$ cat src/rtl/pattern_generator.sv
// Serial stimulus source: shifts a latched pattern out MSB-first for a number of
// passes and predicts the run-of-ones detector output for the emitted stream.
module pattern_generator #(
  parameter int WIDTH   = 8,
  parameter int CNT_W   = 4,
  parameter int RUN_LEN = 2
) (
  input  logic             clk,
  input  logic             reset,
  input  logic             start,
  input  logic [WIDTH-1:0] pattern,
  input  logic [CNT_W-1:0] repeats,
  output logic             busy,
  output logic             d,
  output logic             d_valid,
  output logic             exp_q,
  output logic             done
);

  localparam int BIT_W = $clog2(WIDTH);
  localparam int RUN_W = $clog2(RUN_LEN + 1);
  localparam logic [BIT_W-1:0] LAST_BIT = BIT_W'(WIDTH - 1);
  localparam logic [RUN_W-1:0] RUN_MAX  = RUN_W'(RUN_LEN);

  typedef enum logic {IDLE, SHIFT} state_t;

  state_t           state;
  logic [WIDTH-1:0] pat_q;
  logic [BIT_W-1:0] bit_cnt;
  logic [CNT_W-1:0] pass_cnt;
  logic [RUN_W-1:0] run_cnt;

  always_ff @(posedge clk or negedge reset) begin
    if (!reset) begin
      state    <= IDLE;
      pat_q    <= '0;
      bit_cnt  <= '0;
      pass_cnt <= '0;
      run_cnt  <= '0;
      busy     <= 1'b0;
      d        <= 1'b0;
      d_valid  <= 1'b0;
      exp_q    <= 1'b0;
      done     <= 1'b0;
    end else begin
      done <= 1'b0;
      case (state)
        IDLE: begin
          if (start) begin
            if (repeats != '0) begin
              state    <= SHIFT;
              pat_q    <= pattern;
              pass_cnt <= repeats;
              bit_cnt  <= LAST_BIT;
              busy     <= 1'b1;
              d_valid  <= 1'b1;
              d        <= pattern[WIDTH-1];
            end else begin
              done <= 1'b1;
            end
          end
        end
        SHIFT: begin
          // pass_cnt counts passes still owed, including the one in flight
          if (bit_cnt == '0) begin
            if (pass_cnt == CNT_W'(1)) begin
              state   <= IDLE;
              busy    <= 1'b0;
              d_valid <= 1'b0;
              d       <= 1'b0;
              done    <= 1'b1;
            end else begin
              pass_cnt <= pass_cnt - 1'b1;
              bit_cnt  <= LAST_BIT;
              d        <= pat_q[WIDTH-1];
            end
          end else begin
            bit_cnt <= bit_cnt - 1'b1;
            d       <= pat_q[bit_cnt - 1'b1];
          end
        end
        default: state <= IDLE;
      endcase

      // Prediction uses the run seen before the current bit, not the bit itself
      if (d_valid) begin
        exp_q <= (run_cnt >= RUN_MAX);
        if (d) begin
          run_cnt <= (run_cnt == RUN_MAX) ? run_cnt : run_cnt + 1'b1;
        end else begin
          run_cnt <= '0;
        end
      end else begin
        exp_q   <= 1'b0;
        run_cnt <= '0;
      end
    end
  end

endmodule

$ cat config.mk
export PLATFORM = sky130hd
export DESIGN_NAME = pattern_generator
export DESIGN_NICKNAME = d
export VERILOG_FILES = /design/src/rtl/pattern_generator.sv
export SDC_FILE = /design/constraint.sdc
export NUM_CORES = 1
export LEC_CHECK = 0
export ABC_AREA = 1
export BUFFER_PORTS_ARGS = -buffer_cell sky130_fd_sc_hd__buf_4
export CAP_MARGIN = 15
export CORE_AREA = 2 2 53 55
export CTS_BUF_LIST = sky130_fd_sc_hd__clkbuf_8
export CTS_CLUSTER_DIAMETER = 50
export CTS_CLUSTER_SIZE = 28
export DETAILED_ROUTE_END_ITERATION = 6
export DIE_AREA = 0 0 55 57
export GPL_ROUTABILITY_DRIVEN = 0
export PLACE_DENSITY = 0.84
export SLEW_MARGIN = 20
export SYNTH_ARGS = -nofsm -noshare
export SYNTH_HDL_FRONTEND = slang
export SYNTH_SLANG_ARGS = --single-unit
$ cat constraint.sdc
create_clock -name clk -period 1.4 [get_ports clk]
set_input_delay 0.21 -clock clk [delete_from_list [all_inputs] [get_ports clk]]
set_output_delay 0.21 -clock clk [all_outputs]
set_load 0.01 [all_outputs]
# Yosys cells after proc, flatten, opt, wreduce, memory -nomap -nowiden
# Cells that the tools add are included.
# word_totals
regBits	22
out_inout_bits	5
elab_cells	67
# classes
reduce_logical	7
n_bitwise	1
n_eq_ne	9
n_mux	36
n_lt_le_gt_ge	2
add_sub_neg	3
# op_table
op	n
two-way mux 1 bit	18
two-way mux 4 bit	4
two-way mux 3 bit	4
one-hot mux 1 bit (2 select lines)	4
one-hot mux 4 bit (2 select lines)	1
AND reduction 4 bit	2
two-way mux 2 bit	3
inequality test 2 bit, second input constant	3
inequality test 3 bit, second input constant	2
one-hot mux 3 bit (2 select lines)	1
AND reduction 3 bit	2
== test 4 x 1 -> 1 bit, second input constant	1
< comparator 3 x 4 -> 1 bit, second input constant	1
inequality test 2 x 1 -> 1 bit, second input constant	2
nonzero test 4 bit	1
subtractor 4 x 1 -> 4 bit, second input constant	1
binary-select mux 1 bit (select 3 bit)	1
logical NOT 3 bit	1
subtractor 3 x 1 -> 3 bit, second input constant	1
adder 2 x 1 -> 2 bit, second input constant	1
== test 2 bit, second input constant	1
greater-or-equal comparator 2 bit, second input constant	1
AND reduction 2 bit	1
inverter 1 bit	1

# Logic depth before layout (Yosys ltp)
# Gate-level depths: netlist (run 1).
# depth
ltp_word	5
mapped_depth	11
depth_no_buf	10

# Least setup slack after synthesis (run 1)
# OpenSTA, ideal clock, no wires.
# synth_timing
path_type	register to register
from	register bit_cnt[0]
to	register pass_cnt[1]
period_less_slack_ps	1445
arrival_ps	1322
setup_ps	123
slack_ps	-45
path_stages_with_launch	12
path_cell_list	dfrtp_1 -> buf_4 -> inv_2 -> ha_1 -> ha_1 -> inv_1 -> nand2_2 -> nand2_4 -> nor2_8 -> inv_4 -> nand2_2 -> o21ai_2
# synth_via
elab_chain_cells	3
# synth_lines
item	line_no	rtl
start, declared	29	logic [BIT_W-1:0] bit_cnt;
start signal, assigned	78	bit_cnt <= bit_cnt - 1'b1;
logical NOT 3 bit	65	if (bit_cnt == '0) begin
inequality test 2 x 1 -> 1 bit (no line)	--	
AND reduction 4 bit (no line)	--	
end signal, assigned	53	pass_cnt <= repeats;
end signal, assigned	73	pass_cnt <= pass_cnt - 1'b1;
end, declared	30	logic [CNT_W-1:0] pass_cnt;
# Every way passes these cells.
# A chain may end at the register's enable or synchronous reset.

# Worst setup path after layout (run 1)
# layout_timing
from	register bit_cnt[0]
to	register pass_cnt[3]
# The elaborated chain is that of the path after synthesis.

==> results of run 1 <==
cell type report:
cell class / instances / area share
clock buffer: 4 / 0.03537
inverter: 20 / 0.05627
multi-input combinational: 97 / 0.3979
sequential: 22 / 0.3537
tap: 31 / 0.02492
timing repair buffer: 27 / 0.1318
sequential cells by signal (all words and copies together) (netlist names):
name / flops
done: 1
d_valid: 1
pat_q: 8
run_cnt: 2
bit_cnt: 3
exp_q: 1
d: 1
pass_cnt: 4
state: 1
repair_timing:
item,in CTS,in global routing
setup buffers,2,2
pin swaps,1,6
hold buffers,1,0
gates cloned,0,0
endpoints found under the setup margin,3,7
gates resized for setup,1,8
endpoints found under the hold margin,22,0
per-layer routing:
layer / up-vias / global-route usage
li1: 502 / -
met1: 479 / 0.2280
met2: 27 / 0.3163
met3: 6 / 0.05236
met4: 0 / 0.07317
met5: - / 0
power groups by stage:
stage	Combinational (uW)	Sequential, uW	Clock, uW
after floorplan	1330	1080	0
after global placement	1610	1110	0
after detailed placement	1700	1130	0
after CTS	1830	1110	465
after global routing	2160	1160	496
final	1910	1130	468
cell usage in the layout, fill, tap and decap left out:
cell,instances
a21oi_1,2
a21oi_2,7
buf_4,26
clkbuf_8,4
dfrtp_1,22
dlygate4sd3_1,1
ha_1,3
ha_4,2
inv_1,12
inv_2,4
inv_4,3
inv_6,1
nand2_1,32
nand2_2,5
nand2_4,3
nand3_1,5
nand3_2,2
nand3_4,1
nand3b_1,1
nand4_1,1
nor2_1,14
nor2_2,2
nor2_4,1
nor2_8,1
o211ai_1,2
o21a_1,1
o21ai_0,5
o21ai_1,1
o21ai_2,3
or2_2,1
xor2_1,2
through the flow:
| step | setup TNS, ns | hold WS (ns) | cell area (um2) |
|---|---|---|---|
| floorplan | 0 | -0.08559 | 1271 |
| global placement | 0 | 0.1092 | 1434 |
| detailed placement | -0.008413 | 0.1174 | 1434 |
| CTS | 0 | 0.1772 | 1524 |
| global route | -0.01418 | 0.1803 | 1556 |
| finish | 0 | 0.1753 | 1556 |
final timing paths:
kind	end	slack, ns	depth (start not counted)
worst max-delay path	pass_cnt[3]$_DFFE_PN0P_	0.05	9
worst min-delay path	pat_q[3]$_DFFE_PN0P_	0.18	3
worst max register to register	pass_cnt[3]$_DFFE_PN0P_	0.05	9
worst min register to register	pat_q[0]$_DFFE_PN0P_	0.52	2
max in group asynchronous	pat_q[3]$_DFFE_PN0P_	0.81	2
min in group asynchronous	pass_cnt[0]$_DFFE_PN0P_	0.36	2
worst reg2reg max path: stages (launching register included):
cell and delay [ns]:
dfrtp_1 0.40, inv_4 0.05, ha_4 0.16, ha_4 0.15
inv_2 0.06, nand2_2 0.08, nand2_4 0.12, nor2_8 0.04
o211ai_1 0.10, nand2_1 0.09
cell families (layout without fill, tap and decap cells):
logic type	Yosys count	in the layout	share of synthesized area
buffers and inverters	24	51	0.09809
adders and majority gates	5	5	0.05005
DFF	22	22	0.4404
and+or+nand+nor	69	69	0.2773
AOI/OAI and AO/OA	21	21	0.1201
xor gates and xnor gates	2	2	0.01402
==> flow_summary_export.csv, run 1 <==
group,metric,value,unit
power_and_ir_drop,ir_drop,1541,uV
global_routing,grt.overflow.total,0,
yosys,syn_nets,163,
floorplanning,die_x,55,um
timing,slew_headroom,0.7190,
power_and_ir_drop,comb_power_share,0.544,
place,dp.final_hpwl,1.852,mm
run_status,status,"finished, final reports clean",
worst_setup_path,cpMaxStageDelayCell,"dfrtp_1",
timing,worst_pin_slew,0.4214,ns
cells_and_area,multi_input_area,619.3,um2
cells_and_area,syn2layout_area_growth,24.52,%
global_routing,grt_use_total,0.1899,
routing,route.met3.wl,105,um
cells_and_area,final_cells,201,
clocking,cts_buffer_depth,2,
floorplanning,io_pins,20,
clocking,htreeDepth,1,
power_and_ir_drop,seq_power_share,0.322,
clocking,cts_tree,"yes",
floorplanning,chipHeight,57,um
cells_and_area,seq_area,550.5,um2
global_routing,grt_max_degree,23,
worst_hold_path,min_from,"pattern[3]",
global_routing,grt_first_pass_wirelength,4.291,mm
floorplanning,num_rows,19,
worst_setup_path,crit_type,"register to register",
routing,topRoutingLayerUsed,"met4",
yosys,yosysTopAreaCell,"dfrtp_1",
routing,viasPerCell,5.045,
timing,finClkSkew,0.004956,ns
yosys,async_reset_ff_frac,1.000,
worst_setup_path,worstSetupEndpointType,"register",
clocking,cts_root_buf,"clkbuf_8",
power_and_ir_drop,p_per_area,2251,nW/um2
yosys,synth_seq_cells,22,
routing,drc,0,
clocking,cts.clk_slew.worst_paths,0.08,ns
routing,drt_iter0_markers,24,
yosys,synth-main-ff-cell,"dfrtp_1",
power_and_ir_drop,p_int,2055,uW
yosys,ys_warn_count,0,
job,maxCapViolCount,0,
cells_and_area,drive_gt1_frac,0.3882,
yosys,ys_seq_area_frac,0.4404,
place,dp.cells,192,
yosys,synth.cell_area,1250,um2
worst_setup_path,slowest_delay,0.40,ns
cells_and_area,fillers,244,
routing,drt-total-wl,2.560,mm
yosys,synth_edf_count,0,
yosys,syn_avg_cell_area,8.741,um2
routing,met1_length,1.030,mm
yosys,synth_cell_types,28,
worst_setup_path,crit_buf_inv,2,
place,io_buffers,19,
yosys,synth_most_common_cell,"nand2_1",
worst_setup_path,cp-start-kind,"register",
worst_setup_path,crit_arrival,1.51,ns
timing,min_period_over_period,0.9649,
power_and_ir_drop,clkPwrFrac,0.134,
worst_setup_path,critPathTopFamily,"flip-flops",
cells_and_area,post-route-util,0.5952,
worst_setup_path,worstPathCellList,"inv_4, ha_4, ha_4, inv_2, nand2_2, nand2_4, nor2_8, o211ai_1, nand2_1",
place,dp_slack,-0.008413,ns
yosys,synthTopCellsByCount,"nand2_1, dfrtp_1, nor2_1",
worst_setup_path,cp_max_fo,5,
worst_setup_path,r2r-start,"bit_cnt[0]$_DFFE_PN0P_",
routing,drtAntennaViolNets,0,
cells_and_area,nets,191,
power_and_ir_drop,p_leak,0.0007902,uW
floorplanning,die_area,3135,um2
routing,dr.pass1.iters,4,
timing,finalWorstSetupSlack,0.04912,ns
floorplanning,core_area,2615,um2
timing,slew_violations,0,
floorplanning,initial_core_util,0.4780,
routing,routed-wl-met2,1.379,mm
timing,period_minus_slack,1.351,ns
clocking,clock-sinks,22,
yosys,syn_inst,143,
worst_setup_path,cp_data_required_time,1.56,ns
yosys,yosys.area.top_type_share,0.4404,
timing,setup_violations,0,
power_and_ir_drop,switchingPower,1450,uW
clocking,clk_latency,0.27,ns
timing,hold_viol_final,0,
timing,fmax,740.3,MHz
routing,route.vias.total,1014,
global_routing,grt_pass1_vias,1040,
power_and_ir_drop,p_sw_frac,0.4137,
yosys,synth_area_leaders,"dfrtp_1, nand2_1, ha_1",
routing,wl_per_cell,12.74,um
worst_setup_path,cp-startpoint,"bit_cnt[0]$_DFFE_PN0P_",
clocking,cts_buffers,3,
worst_setup_path,cp_common_cell,"ha_4",
worst_hold_path,hp-class,"primary input to register",
cells_and_area,antenna_cells,0,
power_and_ir_drop,power,3504,uW
global_routing,antenna_found_initial,0,
Note: power is estimated with default switching activity, not from simulation.
==> inputs of run 2 (changes only) <==
--- a/config.mk
+++ b/config.mk
@@ -15,7 +15,7 @@
 export DETAILED_ROUTE_END_ITERATION = 6
 export DIE_AREA = 0 0 55 57
 export GPL_ROUTABILITY_DRIVEN = 0
-export PLACE_DENSITY = 0.84
+export PLACE_DENSITY = 0.73
 export SLEW_MARGIN = 20
 export SYNTH_ARGS = -nofsm -noshare
 export SYNTH_HDL_FRONTEND = slang
==> run 2 against run 1 <==
  * Maximum frequency barely moved
  * Global-route usage fell by 1.1 points
  * Worst hold slack improved by 0.014 ns
  * Count of clock-buffer cells in the layout did not move
  * Utilization fell by 1.2 points
  * Power fell by 4.1%
  * Sequential cell count did not move
  * Via count fell by 1.7%
  * Sequential share of layout area rose by 0.81 points
  * Die area did not move
  * Clock skew fell by 0.0018 ns
  * Critical endpoint unchanged
==> flow_summary_export.csv, run 2 (synthesized netlist as in run 1, its figures left out) <==
group,metric,value,unit
clocking,cts_tree,"yes",
place,dp_slack,0.001974,ns
timing,fmax,740.7,MHz
cells_and_area,layout_common_cells,"nand2_1, buf_4, dfrtp_1",
timing,finalWorstSetupSlack,0.04993,ns
worst_setup_path,crit_type,"register to register",
clocking,htreeDepth,1,
routing,dr.pass1.iters,4,
routing,wl_per_cell,11.98,um
timing,setup_violations,0,
global_routing,grt_max_degree,23,
clocking,cts_root_buf,"clkbuf_8",
clocking,clk_latency,0.26,ns
timing,hold_viol_final,0,
timing,rsz0062_at_grt,"true",
worst_setup_path,r2r_slack,0.05,ns
cells_and_area,antenna_cells,0,
cells_and_area,final_cells,198,
timing,slew_violations,0,
clocking,cts_buffer_depth,2,
cells_and_area,mostFrequentLayoutCell,"nand2_1",
cells_and_area,reg_top3,"pat_q x8, pass_cnt x4, bit_cnt x3",
global_routing,grt.overflow.total,0,
floorplanning,num_rows,19,
power_and_ir_drop,clkPwrFrac,0.135,
worst_hold_path,hp-class,"primary input to register",
floorplanning,initial_core_util,0.4780,
global_routing,grt_first_pass_wirelength,4.119,mm
power_and_ir_drop,p_int,1993,uW
power_and_ir_drop,ir_drop,1325,uV
power_and_ir_drop,p_sw_frac,0.4068,
cells_and_area,finalInstanceArea,1525,um2
routing,route.vias.total,997,
worst_setup_path,crit_arrival,1.49,ns
run_status,status,"finished, final reports clean",
worst_setup_path,r2r-start,"bit_cnt[0]$_DFFE_PN0P_",
timing,slew_headroom,0.8113,
timing,finClkSkew,0.003151,ns
job,maxCapViolCount,0,
routing,drt-total-wl,2.372,mm
floorplanning,chipHeight,57,um
global_routing,antenna_found_initial,0,
worst_hold_path,holdPathEnd,"pat_q[6]$_DFFE_PN0P_",
power_and_ir_drop,comb_power_share,0.533,
cells_and_area,regMostFlops,"pat_q",
cells_and_area,seq_area,551.8,um2
place,dp.final_hpwl,1.788,mm
worst_setup_path,r2r_cells,10,
clocking,cts.clk_slew.worst_paths,0.08,ns
cells_and_area,nets,188,
global_routing,grt_use_total,0.1786,
power_and_ir_drop,power,3360,uW
cells_and_area,drive_gt1_frac,0.3593,
routing,drt_iter0_markers,15,
worst_setup_path,reg2reg_to,"pass_cnt[3]$_DFFE_PN0P_",
cells_and_area,fillers,232,
power_and_ir_drop,seq_power_share,0.332,
cells_and_area,multi_input_area,609.3,um2
cells_and_area,post-route-util,0.5833,
cells_and_area,syn2layout_area_growth,22.02,%
global_routing,grt_pass1_vias,995,
routing,viasPerCell,5.035,
worst_setup_path,cp-start-kind,"register",
timing,min_period_over_period,0.9643,
routing,drc,0,
timing,period_minus_slack,1.350,ns
clocking,cts_buffers,3,
floorplanning,io_pins,20,
place,dp.cells,192,
worst_hold_path,hold_depth,3,
worst_setup_path,cp_max_fo,5,
power_and_ir_drop,p_leak,0.0007726,uW
place,placed_area,1434,um2
worst_setup_path,cp_data_required_time,1.54,ns
timing,worst_pin_slew,0.2831,ns
cells_and_area,largest_reg_flops,8,
routing,drtAntennaViolNets,0,
worst_setup_path,worstSetupEndpointType,"register",
power_and_ir_drop,p_per_area,2203,nW/um2
worst_hold_path,min_from,"pattern[6]",
place,io_buffers,19,
floorplanning,core_area,2615,um2
floorplanning,die_area,3135,um2
power_and_ir_drop,switchingPower,1367,uW
clocking,clock-sinks,22,
floorplanning,die_x,55,um
-- run 2: cell types whose count changed in the layout (fill, tap and decap cells not counted), sizes merged --
cell  change
buf       -3
-- run 2: layout make-up --
class | count | share of cell area
Clock buffer | 4 | 0.03610
Inverter | 20 | 0.05742
Multi-Input combinational cell | 97 | 0.3995
Sequential cell | 22 | 0.3618
Tap cell | 31 | 0.02543
Timing Repair Buffer | 24 | 0.1198
-- run 2: what timing repair did --
item,in CTS,in global routing
resized for setup,0,6
endpoints found under the hold margin,22,0
pin swaps,0,2
hold buffers,1,0
endpoints found under the setup margin,3,8
setup buffers,1,0
-- run 2: power by group through the flow --
stage / combinational (uW) / clock [uW] / sequential (uW)
after global routing: 2040 / 503 / 1150
after detailed placement: 1700 / 0 / 1120
final: 1790 / 452 / 1120
after CTS: 1740 / 462 / 1110
after floorplan: 1330 / 0 / 1080
after global placement: 1630 / 0 / 1110
-- run 2: metrics by stage --
stage	TNS, ns	hold slack (ns)
after floorplan	0	-0.08559
after global placement	0	0.1162
after detailed placement	0	0.1165
after CTS	0	0.1838
after global routing	-0.005043	0.1962
final	0	0.1889
-- run 2: layer usage --
metal  up-vias  share of wire  GRT usage  wire length [um]
met5         -              0          0                 0
met4         0         0.0042    0.04181                10
met3         2          0.027    0.04712                65
met2        19           0.51     0.3044              1220
met1       478           0.45     0.2216              1076
li1        498              -          -                 -
-- run 2: worst max path at each step --
stage / startpoint / end / slack, ns / cells past startpoint
finish: bit_cnt[0]$_DFFE_PN0P_ / pass_cnt[3]$_DFFE_PN0P_ / 0.05 / 10
global route: bit_cnt[0]$_DFFE_PN0P_ / d$_DFFE_PN0P_ / -0.003 / 8
CTS: bit_cnt[0]$_DFFE_PN0P_ / pass_cnt[3]$_DFFE_PN0P_ / 0.0005 / 10
detailed placement: bit_cnt[0]$_DFFE_PN0P_ / pass_cnt[3]$_DFFE_PN0P_ / 0.002 / 10
global placement: bit_cnt[0]$_DFFE_PN0P_ / pass_cnt[3]$_DFFE_PN0P_ / 0.05 / 10
floorplan: bit_cnt[0]$_DFFE_PN0P_ / pass_cnt[1]$_DFFE_PN0P_ / 0.002 / 11
-- run 2: worst max-delay path: stages (launching register included) --
cell     delay (ns)
dfrtp_1        0.41
inv_4          0.08
ha_4           0.14
ha_4           0.12
inv_2          0.05
nand2_4        0.07
nand2_4        0.07
nor2_8         0.14
inv_4          0.06
nand2_1        0.05
nand2_1        0.05
==> inputs of run 3 (changes only) <==
--- a/config.mk
+++ b/config.mk
@@ -8,14 +8,13 @@
 export ABC_AREA = 1
 export BUFFER_PORTS_ARGS = -buffer_cell sky130_fd_sc_hd__buf_4
 export CAP_MARGIN = 15
-export CORE_AREA = 2 2 53 55
+export CORE_AREA = 2 2 68 70
 export CTS_BUF_LIST = sky130_fd_sc_hd__clkbuf_8
 export CTS_CLUSTER_DIAMETER = 50
 export CTS_CLUSTER_SIZE = 28
 export DETAILED_ROUTE_END_ITERATION = 6
-export DIE_AREA = 0 0 55 57
+export DIE_AREA = 0 0 70 72
 export GPL_ROUTABILITY_DRIVEN = 0
-export PLACE_DENSITY = 0.73
 export SLEW_MARGIN = 20
 export SYNTH_ARGS = -nofsm -noshare
 export SYNTH_HDL_FRONTEND = slang
==> run 3 against run 2 <==
  * Design area is 3.6% higher
  * Power increased by 4.5%
  * Final cell count increased by 11%
  * Critical path depth stayed put
  * Register-to-register slack gained 0.02 ns
  * First-iteration DRC count grew 87%
==> flow_summary_export.csv, run 3 (synthesized netlist as in run 1, its figures left out) <==
group,metric,value,unit
cells_and_area,nets,189,
timing,slew_violations,0,
worst_setup_path,r2r_cells,10,
timing,fmax,749.3,MHz
global_routing,grt.overflow.total,0,
worst_setup_path,reg2reg_to,"pass_cnt[1]$_DFFE_PN0P_",
worst_setup_path,slowest_delay,0.42,ns
timing,period_minus_slack,1.335,ns
global_routing,grt_pass1_vias,916,
global_routing,use_met2,0.1640,
clocking,cts_buffer_depth,2,
routing,viasPerCell,4.309,
worst_setup_path,worstSetupEndpointType,"register",
power_and_ir_drop,p_per_area,2222,nW/um2
cells_and_area,fillers,446,
worst_setup_path,worstPathCellList,"inv_4, ha_4, ha_4, inv_2, nand2_4, nand2_4, nor2_8, inv_4, nand2_2, o21ai_2",
cells_and_area,mostFrequentLayoutCell,"nand2_1",
global_routing,antenna_found_initial,0,
cells_and_area,multi_input_area,614.3,um2
cells_and_area,antenna_cells,0,
clocking,htreeDepth,1,
timing,finClkSkew,0.005182,ns
power_and_ir_drop,ir_drop,896.7,uV
global_routing,top_usage_layer,"met2",
cells_and_area,drive_gt1_frac,0.3690,
cells_and_area,syn2layout_area_growth,26.43,%
timing,setup_violations,0,
clocking,cts.clk_slew.worst_paths,0.08,ns
clocking,clock-sinks,22,
worst_setup_path,crit_arrival,1.49,ns
clocking,clk_latency,0.27,ns
cells_and_area,seq_area,551.8,um2
timing,fin_hold_ws,0.1726,ns
global_routing,grt_max_degree,23,
cells_and_area,regMostFlops,"pat_q",
floorplanning,initial_core_util,0.2931,
clocking,cts_tree,"yes",
worst_setup_path,cp-startpoint,"bit_cnt[0]$_DFFE_PN0P_",
clocking,cts_buffers,3,
cells_and_area,reg_top3,"pat_q x8, pass_cnt x4, bit_cnt x3",
floorplanning,chipHeight,72,um
worst_setup_path,r2r_slack,0.07,ns
power_and_ir_drop,p_leak,0.0007851,uW
routing,drtAntennaViolNets,0,
floorplanning,die_area,5040,um2
routing,drt-total-wl,2.360,mm
timing,worst_pin_slew,0.2869,ns
clocking,cts_root_buf,"clkbuf_8",
global_routing,grt_first_pass_wirelength,4.153,mm
routing,route.vias.total,948,
worst_setup_path,r2r-start,"bit_cnt[0]$_DFFE_PN0P_",
worst_setup_path,cpMaxStageDelayCell,"dfrtp_1",
place,dp.final_hpwl,1.738,mm
routing,drc,0,
routing,drt_iter0_markers,28,
job,maxCapViolCount,0,
global_routing,met3_usage,0.02222,
global_routing,gr-usage-met1,0.1401,
floorplanning,num_rows,24,
timing,min_period_over_period,0.9533,
routing,dr.pass1.iters,4,
worst_setup_path,crit_type,"register to register",
worst_setup_path,crit_buf_inv,3,
floorplanning,io_pins,20,
worst_setup_path,cp_data_required_time,1.56,ns
timing,slew_headroom,0.8087,
worst_setup_path,cp-start-kind,"register",
floorplanning,core_area,4264,um2
worst_setup_path,cp_max_fo,5,
timing,hold_viol_final,0,
run_status,status,"finished, final reports clean",
worst_hold_path,min_from,"pattern[4]",
cells_and_area,layout_common_cells,"nand2_1, buf_4, dfrtp_1",
worst_hold_path,hp-class,"primary input to register",
worst_setup_path,critPathTopFamily,"flip-flops",
floorplanning,die_x,70,um
routing,wl_per_cell,10.73,um
cells_and_area,largest_reg_flops,8,
place,io_buffers,19,
power_and_ir_drop,power,3511,uW
worst_setup_path,crit_cells,10,
global_routing,grt_use_total,0.1026,
worst_setup_path,crit_path_end,"pass_cnt[1]$_DFFE_PN0P_",
run 3: cell count changes in the layout (fill, tap and decap cells not counted), sizes merged:
cell	before	now
clkbuf	4	3
buf	23	24
bufinv	0	1
run 3: through the flow:
stage,utilization,setup WS (ns),cell area (um2),setup TNS [ns],std cells
final,0.3706,0.06539,1580,0,220
after global routing,0.3706,-0.001118,1580,-0.001118,220
after CTS,0.3633,0.01453,1549,0,219
after detailed placement,0.3424,0.008218,1460,0,213
after global placement,0.3424,0.04448,1460,0,213
after floorplan,-,0.001993,1271,0,143
run 3: timing repair:
action                                 CTS  global route
endpoints found under the hold margin   22             0
pin swaps                                0             3
setup endpoints to repair                3            15
hold buffers                             1             0
gates resized for setup                  0             7
setup buffers                            1             1
run 3: tightest hold or removal path, delay by kind of cell:
kind / cells / cell delay [ns]
AOI/OAI and AO/OA: 1 / 0.08
buffers and inverters: 1 / 0.07
and+or+nand+nor: 1 / 0.04
run 3: routing by layer:
metal / part of all wire / vias up
met3: 0.045 / 4
li1: - / 498
met4: 0.013 / 0
met5: 0 / -
met2: 0.46 / 18
met1: 0.48 / 428
run 3: how the worst min path moves through the flow:
stage,slack (ns),endpoint,cells past startpoint
floorplan,-0.09,bit_cnt[0]$_DFFE_PN0P_,0
global route,0.19,pat_q[1]$_DFFE_PN0P_,3
finish,0.17,pat_q[4]$_DFFE_PN0P_,3
global placement,0.12,pass_cnt[0]$_DFFE_PN0P_,1
CTS,0.17,pat_q[4]$_DFFE_PN0P_,3
detailed placement,0.12,done$_DFF_PN0_,1
run 3: report_power, final:
group	switching [uW]	internal, uW
clock	216	382
sequential	185	926
combinational	963	838
total	1360	2150
run 3: cell type report:
| cell class | instances | share of cell area |
|---|---|---|
| Clock inverter | 1 | 0.01900 |
| Multi-Input combinational cell | 97 | 0.3888 |
| Timing Repair Buffer | 25 | 0.1203 |
| Inverter | 20 | 0.05542 |
| Tap cell | 52 | 0.04117 |
| Clock buffer | 3 | 0.02613 |
| Sequential cell | 22 | 0.3492 |
